## src/rtl/adc128s_pkg.sv

```systemverilog
// Shared definitions for the ADC128S SPI A2D converter model.
package adc128s_pkg;

  localparam logic [2:0] LC_LFT_ADDR  = 3'd0;
  localparam logic [2:0] LC_RGHT_ADDR = 3'd4;
  localparam logic [2:0] STEER_ADDR   = 3'd5;
  localparam logic [2:0] BATT_ADDR    = 3'd6;

  localparam int unsigned FRAME_BITS = 16;

  typedef enum logic {
    IDLE = 1'b0,
    XFER = 1'b1
  } state_t;

  typedef logic [11:0] sample_t;

endpackage

```

## src/rtl/spi_sync_edge.sv

```systemverilog
// Two-flop synchronizer for an asynchronous SPI line, plus a history flop
// that turns level changes into single-cycle rise/fall pulses.
module spi_sync_edge #(
  parameter logic PRESET = 1'b1
) (
  input  logic i_clk,
  input  logic i_rst,
  input  logic i_async,
  output logic o_rise,
  output logic o_fall
);

  logic [2:0] r_sync;
  logic [2:0] r_vld;

  // r_vld holds edges off until every stage holds a real sample, so a line
  // already low when reset drops does not look like a fresh falling edge.
  always_ff @(posedge i_clk) begin
    if (i_rst) begin
      r_sync <= {3{PRESET}};
      r_vld  <= 3'b000;
    end else begin
      r_sync <= {r_sync[1:0], i_async};
      r_vld  <= {r_vld[1:0], 1'b1};
    end
  end

  assign o_rise = r_vld[2] &  r_sync[1] & ~r_sync[2];
  assign o_fall = r_vld[2] & ~r_sync[1] &  r_sync[2];

endmodule

```

## src/rtl/adc128s_fc.sv

```systemverilog
// Cycle-based ADC128S model: channel chosen in one 16-bit SPI frame is
// returned as a 12-bit sample in the following frame.
module adc128s_fc
  import adc128s_pkg::*;
#(
  parameter logic [2:0] LC_LFT_CH  = LC_LFT_ADDR,
  parameter logic [2:0] LC_RGHT_CH = LC_RGHT_ADDR,
  parameter logic [2:0] STEER_CH   = STEER_ADDR,
  parameter logic [2:0] BATT_CH    = BATT_ADDR
) (
  input  logic        clk,
  input  logic        rst,
  input  logic        SS_n,
  input  logic        SCLK,
  input  logic        MOSI,
  output logic        MISO,
  input  logic [11:0] ld_cell_lft,
  input  logic [11:0] ld_cell_rght,
  input  logic [11:0] steerPot,
  input  logic [11:0] batt
);

  state_t      r_state;
  state_t      w_next_state;
  logic [15:0] r_tx_shft;
  logic [15:0] r_rx_shft;
  logic [4:0]  r_bit_cnt;
  logic [2:0]  r_chnl_reg;
  logic [1:0]  r_mosi_sync;
  sample_t     w_sel;
  logic        w_ss_rise;
  logic        w_ss_fall;
  logic        w_sclk_rise;
  logic        w_sclk_fall;
  logic        w_mosi;

  spi_sync_edge #(.PRESET(1'b1)) u_ss_sync (
    .i_clk   (clk),
    .i_rst   (rst),
    .i_async (SS_n),
    .o_rise  (w_ss_rise),
    .o_fall  (w_ss_fall)
  );

  spi_sync_edge #(.PRESET(1'b1)) u_sclk_sync (
    .i_clk   (clk),
    .i_rst   (rst),
    .i_async (SCLK),
    .o_rise  (w_sclk_rise),
    .o_fall  (w_sclk_fall)
  );

  always_ff @(posedge clk) begin
    if (rst) r_mosi_sync <= 2'b00;
    else     r_mosi_sync <= {r_mosi_sync[0], MOSI};
  end

  assign w_mosi = r_mosi_sync[1];

  always_comb begin
    w_sel = 12'h000;
    if      (r_chnl_reg == LC_LFT_CH)  w_sel = ld_cell_lft;
    else if (r_chnl_reg == LC_RGHT_CH) w_sel = ld_cell_rght;
    else if (r_chnl_reg == STEER_CH)   w_sel = steerPot;
    else if (r_chnl_reg == BATT_CH)    w_sel = batt;
  end

  always_ff @(posedge clk) begin
    if (rst) r_state <= IDLE;
    else     r_state <= w_next_state;
  end

  always_comb begin
    w_next_state = r_state;
    case (r_state)
      IDLE:    if (w_ss_fall) w_next_state = XFER;
      XFER:    if (w_ss_rise) w_next_state = IDLE;
      default: w_next_state = IDLE;
    endcase
  end

  // SS_n rise is checked before SCLK edges so a coincident clock edge is dropped.
  always_ff @(posedge clk) begin
    if (rst) begin
      r_tx_shft  <= 16'h0000;
      r_rx_shft  <= 16'h0000;
      r_bit_cnt  <= 5'd0;
      r_chnl_reg <= 3'd0;
    end else if (r_state == IDLE) begin
      if (w_ss_fall) begin
        r_tx_shft <= {4'b0000, w_sel};
        r_bit_cnt <= 5'd0;
      end
    end else if (w_ss_rise) begin
      if (r_bit_cnt == 5'(FRAME_BITS)) r_chnl_reg <= r_rx_shft[13:11];
    end else if (w_sclk_rise) begin
      if (r_bit_cnt != 5'(FRAME_BITS)) begin
        r_rx_shft <= (r_rx_shft << 1) | {15'd0, w_mosi};
        r_bit_cnt <= r_bit_cnt + 5'd1;
      end
    end else if (w_sclk_fall && (r_bit_cnt != 5'd0)) begin
      r_tx_shft <= r_tx_shft << 1;
    end
  end

  assign MISO = (r_state == XFER) ? r_tx_shft[15] : 1'b0;

endmodule

```

## config.mk

```make
export PLATFORM = sky130hd
export DESIGN_NAME = adc128s_fc
export DESIGN_NICKNAME = d
export VERILOG_FILES = /design/src/rtl/adc128s_pkg.sv /design/src/rtl/spi_sync_edge.sv /design/src/rtl/adc128s_fc.sv
export SDC_FILE = /design/constraint.sdc
export NUM_CORES = 1
export LEC_CHECK = 0
export CAP_MARGIN = 20
export CORE_ASPECT_RATIO = 0.75
export CORE_UTILIZATION = 40
export CTS_BUF_LIST = sky130_fd_sc_hd__clkbuf_8
export CTS_CLUSTER_SIZE = 25
export DETAILED_ROUTE_END_ITERATION = 12
export PLACE_DENSITY = 0.66
export SYNTH_ARGS = -nofsm -noshare
export SYNTH_HDL_FRONTEND = slang
export SYNTH_SLANG_ARGS = --single-unit
```

## constraint.sdc

```tcl
create_clock -name clk -period 2.1 [get_ports clk]
set_input_delay 0.42 -clock clk [delete_from_list [all_inputs] [get_ports clk]]
set_output_delay 0.42 -clock clk [all_outputs]
set_load 0.05 [all_outputs]
```

### Word level (Yosys, flattened, before mapping)

Index checks and enable logic that the tools add are counted.

| cells by class | value |
|---|---|
| $add $sub $neg | 1 |
| equality and inequality tests | 10 |
| mux-type cells | 20 |
| bitwise gates (word level) | 15 |
| reduce and logical (&&, ||, !) cells | 8 |

Operators by type and width:

| kind | number |
|---|---|
| $mux 16 | 5 |
| $mux 12 | 4 |
| $mux 5 | 5 |
| $or 14x1->14 | 1 |
| $reduce_and 4->1 | 3 |
| $eq 3x3->1 const B | 3 |
| $and 1x1->1 | 8 |
| $ne 2x1->1 const B | 3 |
| $not 1->1 | 6 |
| $add 5x1->5 const B | 1 |
| $eq 5x5->1 const B | 1 |
| $mux 1 | 5 |
| $ne 5x5->1 const B | 1 |
| $reduce_bool 5->1 | 1 |
| $ne 2x2->1 const B | 2 |
| $logic_not 3->1 | 1 |
| $reduce_and 3->1 | 1 |
| $pmux 1 s2 | 1 |
| $reduce_bool 2->1 | 1 |
| $logic_and 1x1->1 | 1 |

| storage, ports and cells | value |
|---|---|
| bits in registers | 53 |
| bits of input ports | 53 |
| logic and storage cells | 66 |

### Longest topological paths before layout

| depth | value |
|---|---|
| depth after elaboration | 8 |
| gate-level depth with buffers | 8 |

### Hierarchy

A second synthesis with hierarchy kept.

| second synthesis, totals | value |
|---|---|
| cell total of the unflattened synthesis | 257 |
| area, all modules | 2407.3 sq um |

Modules (own cells, without submodules):

| module | times used | cells each | area an instance (sq um) | sequential area each (sq um) |
|---|---|---|---|---|
| adc128s_fc | 1 | 229 | 2062.0 | 820.8 |
| spi_sync_edge | 2 | 14 | 172.7 | 120.1 |

### Worst setup path after synthesis

OpenSTA, ideal clock, no wires.

| timing path | value |
|---|---|
| path type | reg2reg |
| start point | register r_bit_cnt[0] |
| end point | register r_rx_shft[10] |
| library setup time | 0.128 ns |
| arrival | 1.646 ns |
| required time | 1.972 ns |
| path slack | 0.326 ns |
| cell stages (with the launch flop) | 8 |
| cell sequence | dfxtp_1 inv_1 ha_1 and4bb_4 nor3_4 buf_4 mux2i_1 nor2_1 |

| between the ends | value |
|---|---|
| longest elaborated chain between the ends | 2 |

Ends and longest elaborated chain:

| item | RTL line | source |
|---|---|---|
| start: declaration | adc128s_fc.sv:27 | `logic [4:0] r_bit_cnt;` |
| start signal: assignment | adc128s_fc.sv:99 | `r_bit_cnt <= r_bit_cnt + 5'd1;` |
| $ne 5x5->1 | adc128s_fc.sv:97 | `if (r_bit_cnt != 5'(FRAME_BITS)) begin` |
| $reduce_and 4->1 (no source line) | n/a |  |
| end signal: assignment | adc128s_fc.sv:98 | `r_rx_shft <= (r_rx_shft << 1) \| {15'd0, w_mosi};` |
| end: declaration | adc128s_fc.sv:26 | `logic [15:0] r_rx_shft;` |

No other way between the ends.
A chain may end at the register's enable or synchronous reset.

### Worst setup path in the final report

| timing path | value |
|---|---|
| start point | register r_bit_cnt[0] |
| end point | register r_bit_cnt[2] |

| between the ends | value |
|---|---|
| longest elaborated chain between the ends | 5 |
| elaborated cells on any way between the ends | 8 |
| classes of those cells | add/sub (1); eq/ne (2); mux (4); reduce/logical (1) |

Ends and longest elaborated chain:

| item | RTL line | source |
|---|---|---|
| $add 5x1->5 | adc128s_fc.sv:99 |  |
| $mux 5 | adc128s_fc.sv:97 |  |
| $mux 5 | adc128s_fc.sv:96 | `end else if (w_sclk_rise) begin` |
| $mux 5 | adc128s_fc.sv:94 | `end else if (w_ss_rise) begin` |
| $mux 5 | adc128s_fc.sv:89 | `end else if (r_state == IDLE) begin` |

Parallel ways exist; a longest one is shown, timed or not. The select of a mux whose other input is x is not followed.

==> flow_metrics.tcl <==
set metrics [dict create \
    grt_setup_unrepaired "false" \
    synth_flop_cell "dfxtp_1" \
    fin_tns_setup_ps 0 \
    critical_path_class "flop to flop" \
    powerDensity_nw_per_um2 551.3 \
    die_area_um2 6393 \
    clkSinkCount 50 \
    worst_slack_ps 202.1 \
    first_global_vias 2122 \
    ys_types 42 \
    hold_violations 0 \
    die_height_um 69.50 \
    die-width_um 92.00 \
    min_from "u_ss_sync.r_sync[0]" \
    period_share 0.9038 \
    post-cts-setup-buffers 0 \
    critPathRequiredTime_ps 2340 \
    worstSetupStartpoint "r_bit_cnt[0]" \
    synth.avg_cell_area_um2 8.804 \
    drt-vias-per-instance 5.270 \
    largest_reg_flops 16 \
    cts_inserted_buffers 5 \
    period_minus_slack_ps 1898 \
    pre_cts_slack_ps 228.1 \
    grt_max_degree 28 \
    fin_util 0.5348 \
    final_cells 407 \
    worstMarginPinSlew_ps 583.1 \
    drtIter0Drc 100 \
    yosys_warnings 0 \
    clock_latency_ps 300 \
    crit_arrival_ps 2130 \
    fin_area_um2 3115 \
    h-tree-depth 2 \
    drcViolationCount 0 \
    hold_class "flop to flop" \
    syn_nets 331 \
    coreArea_um2 5826 \
    gp_congestion 0.7948 \
    status "completed" \
    ys_seq_area_frac 0.4119 \
    worstReg2RegStart "r_bit_cnt[0]" \
    diodes 0 \
    dpl-instance-area_um2 3029 \
    synth_edf_count 0 \
    fin_worst_skew_ps 4.454 \
    slew_headroom 0.6108 \
    routedWlPerCell_um 13.53 \
    fmax_mhz 526.9 \
    synth_most_common_cell "dfxtp_1" \
    synth_top_area_frac 0.4119 \
    grt_pass1_wl_um 9597 \
    dr.pass1.iters 4 \
    synth_common_cells "dfxtp_1, nand2_1, nor2_1, mux2i_1, a21oi_1" \
    portBuffers 53 \
    dp.cells 399 \
    cts.repair.resized 0 \
    globalRouteTotalUtil 0.1823 \
    max-vdd-ir-drop_mv 0.3906 \
    reg_top3 "r_tx_shft x16, r_rx_shft x14, r_bit_cnt x5" \
    syn_area_um2 2430 \
    path_clk_slew_ps 90 \
    grt_overflow_total 0 \
    fin_hold_ws_ps 417.3 \
    synthArstFlopShare 0 \
    top_register "r_tx_shft" \
    post-dp-hpwl_um 4052 \
    syn_to_final_growth_pct 28.22 \
    ys_top_cells_by_area "dfxtp_1, mux2i_1, nand2_1, nor2_1, a21oi_1" \
    crit_fanout 8 \
    drv_slew 0 \
    critPathLaunchType "flop" \
    finalPower_mw 1.718 \
    routed_wl_um 5506 \
    fin_nets 383 \
    ctsHoldBuffers 0 \
    ys_ff_latch 50 \
    num_vias 2145 \
    io_pins 54 \
    cts_tree "built" \
    cts_root_buffer "clkbuf_8" \
    yosysTopAreaCell "dfxtp_1" \
    antenna_left 0 \
    rows 24 \
    drive_above_1_share 0.1003 \
    power_leakage_nw 1.066 \
    setup_violations 0 \
    antenna_found_initial 0 \
    start_util 0.4171 \
    clockBufferDepth 2 \
    worstSetupEndpointType "flop" \
    cap_violations 0 \
    syn-instance-count 276 \
]
layout make-up:
cell class                      instances  area (um2)
Clock inverter                          3       17.52
Fill cell                             559        2710
Sequential cell                        50        1001
Inverter                                5       18.77
Clock buffer                            5       68.82
Tap cell                               78       97.59
Multi-Input combinational cell        201        1281
Timing Repair Buffer                   65       630.6
kinds of logic after synthesis:
logic type / share of synthesized area
flops: 0.4119
buf+inv: 0.06076
simple gates: 0.2327
fa+ha+maj: 0.01030
compound gates: 0.1643
mux: 0.1200
path summary, 6_finish.rpt:
kind	end	cells past startpoint	slack [ps]
worst min register to register	u_ss_sync.r_sync[1]	1	420
worst max-delay path	r_bit_cnt[2]	7	200
worst max register to register	r_bit_cnt[2]	7	200
worst min-delay path	u_ss_sync.r_sync[1]	1	420
worst max-delay path: stages, from the launching register on:
cell	delay, ps
dfxtp_1	390
inv_1	70
ha_1	200
and4bb_4	220
and2_1	160
o22a_1	260
or3_1	380
a21oi_1	150
per-layer routing:
| metal | wire (um) | vias to the layer above | GRT usage |
|---|---|---|---|
| li1 | - | 1083 | - |
| met1 | 2792 | 1017 | 0.2461 |
| met5 | 0 | - | 0 |
| met3 | 255 | 4 | 0.04167 |
| met2 | 2420 | 41 | 0.2944 |
| met4 | 36 | 0 | 0.04688 |
cell usage in the layout, fill, tap and decap left out, drive strengths merged:
cell type,instances
o21a,1
a32oi,7
buf,13
clkinv,2
or4b,1
mux2,1
nor3,7
o21ai,11
and2,2
a32o,3
and4bb,2
o211ai,1
clkbuf,5
o22a,1
mux2i,28
a21oi,17
a31oi,6
nand4b,4
nand2,34
a41o,1
o311ai,1
nand4,2
a21o,2
nor2b,8
nand2b,2
dfxtp,50
or3,3
o2111ai,4
and3,3
nand3,5
inv,6
or2,7
ha,2
o221ai,3
nor2,32
clkdlybuf4s50,52
power breakdown:
group          total, mW  internal, mW  switching (mW)
registers          0.967         0.960         0.00678
clock network      0.537         0.231           0.307
logic              0.214         0.127          0.0867
total               1.72          1.32           0.400
Note: power is estimated with default switching activity, not from simulation.
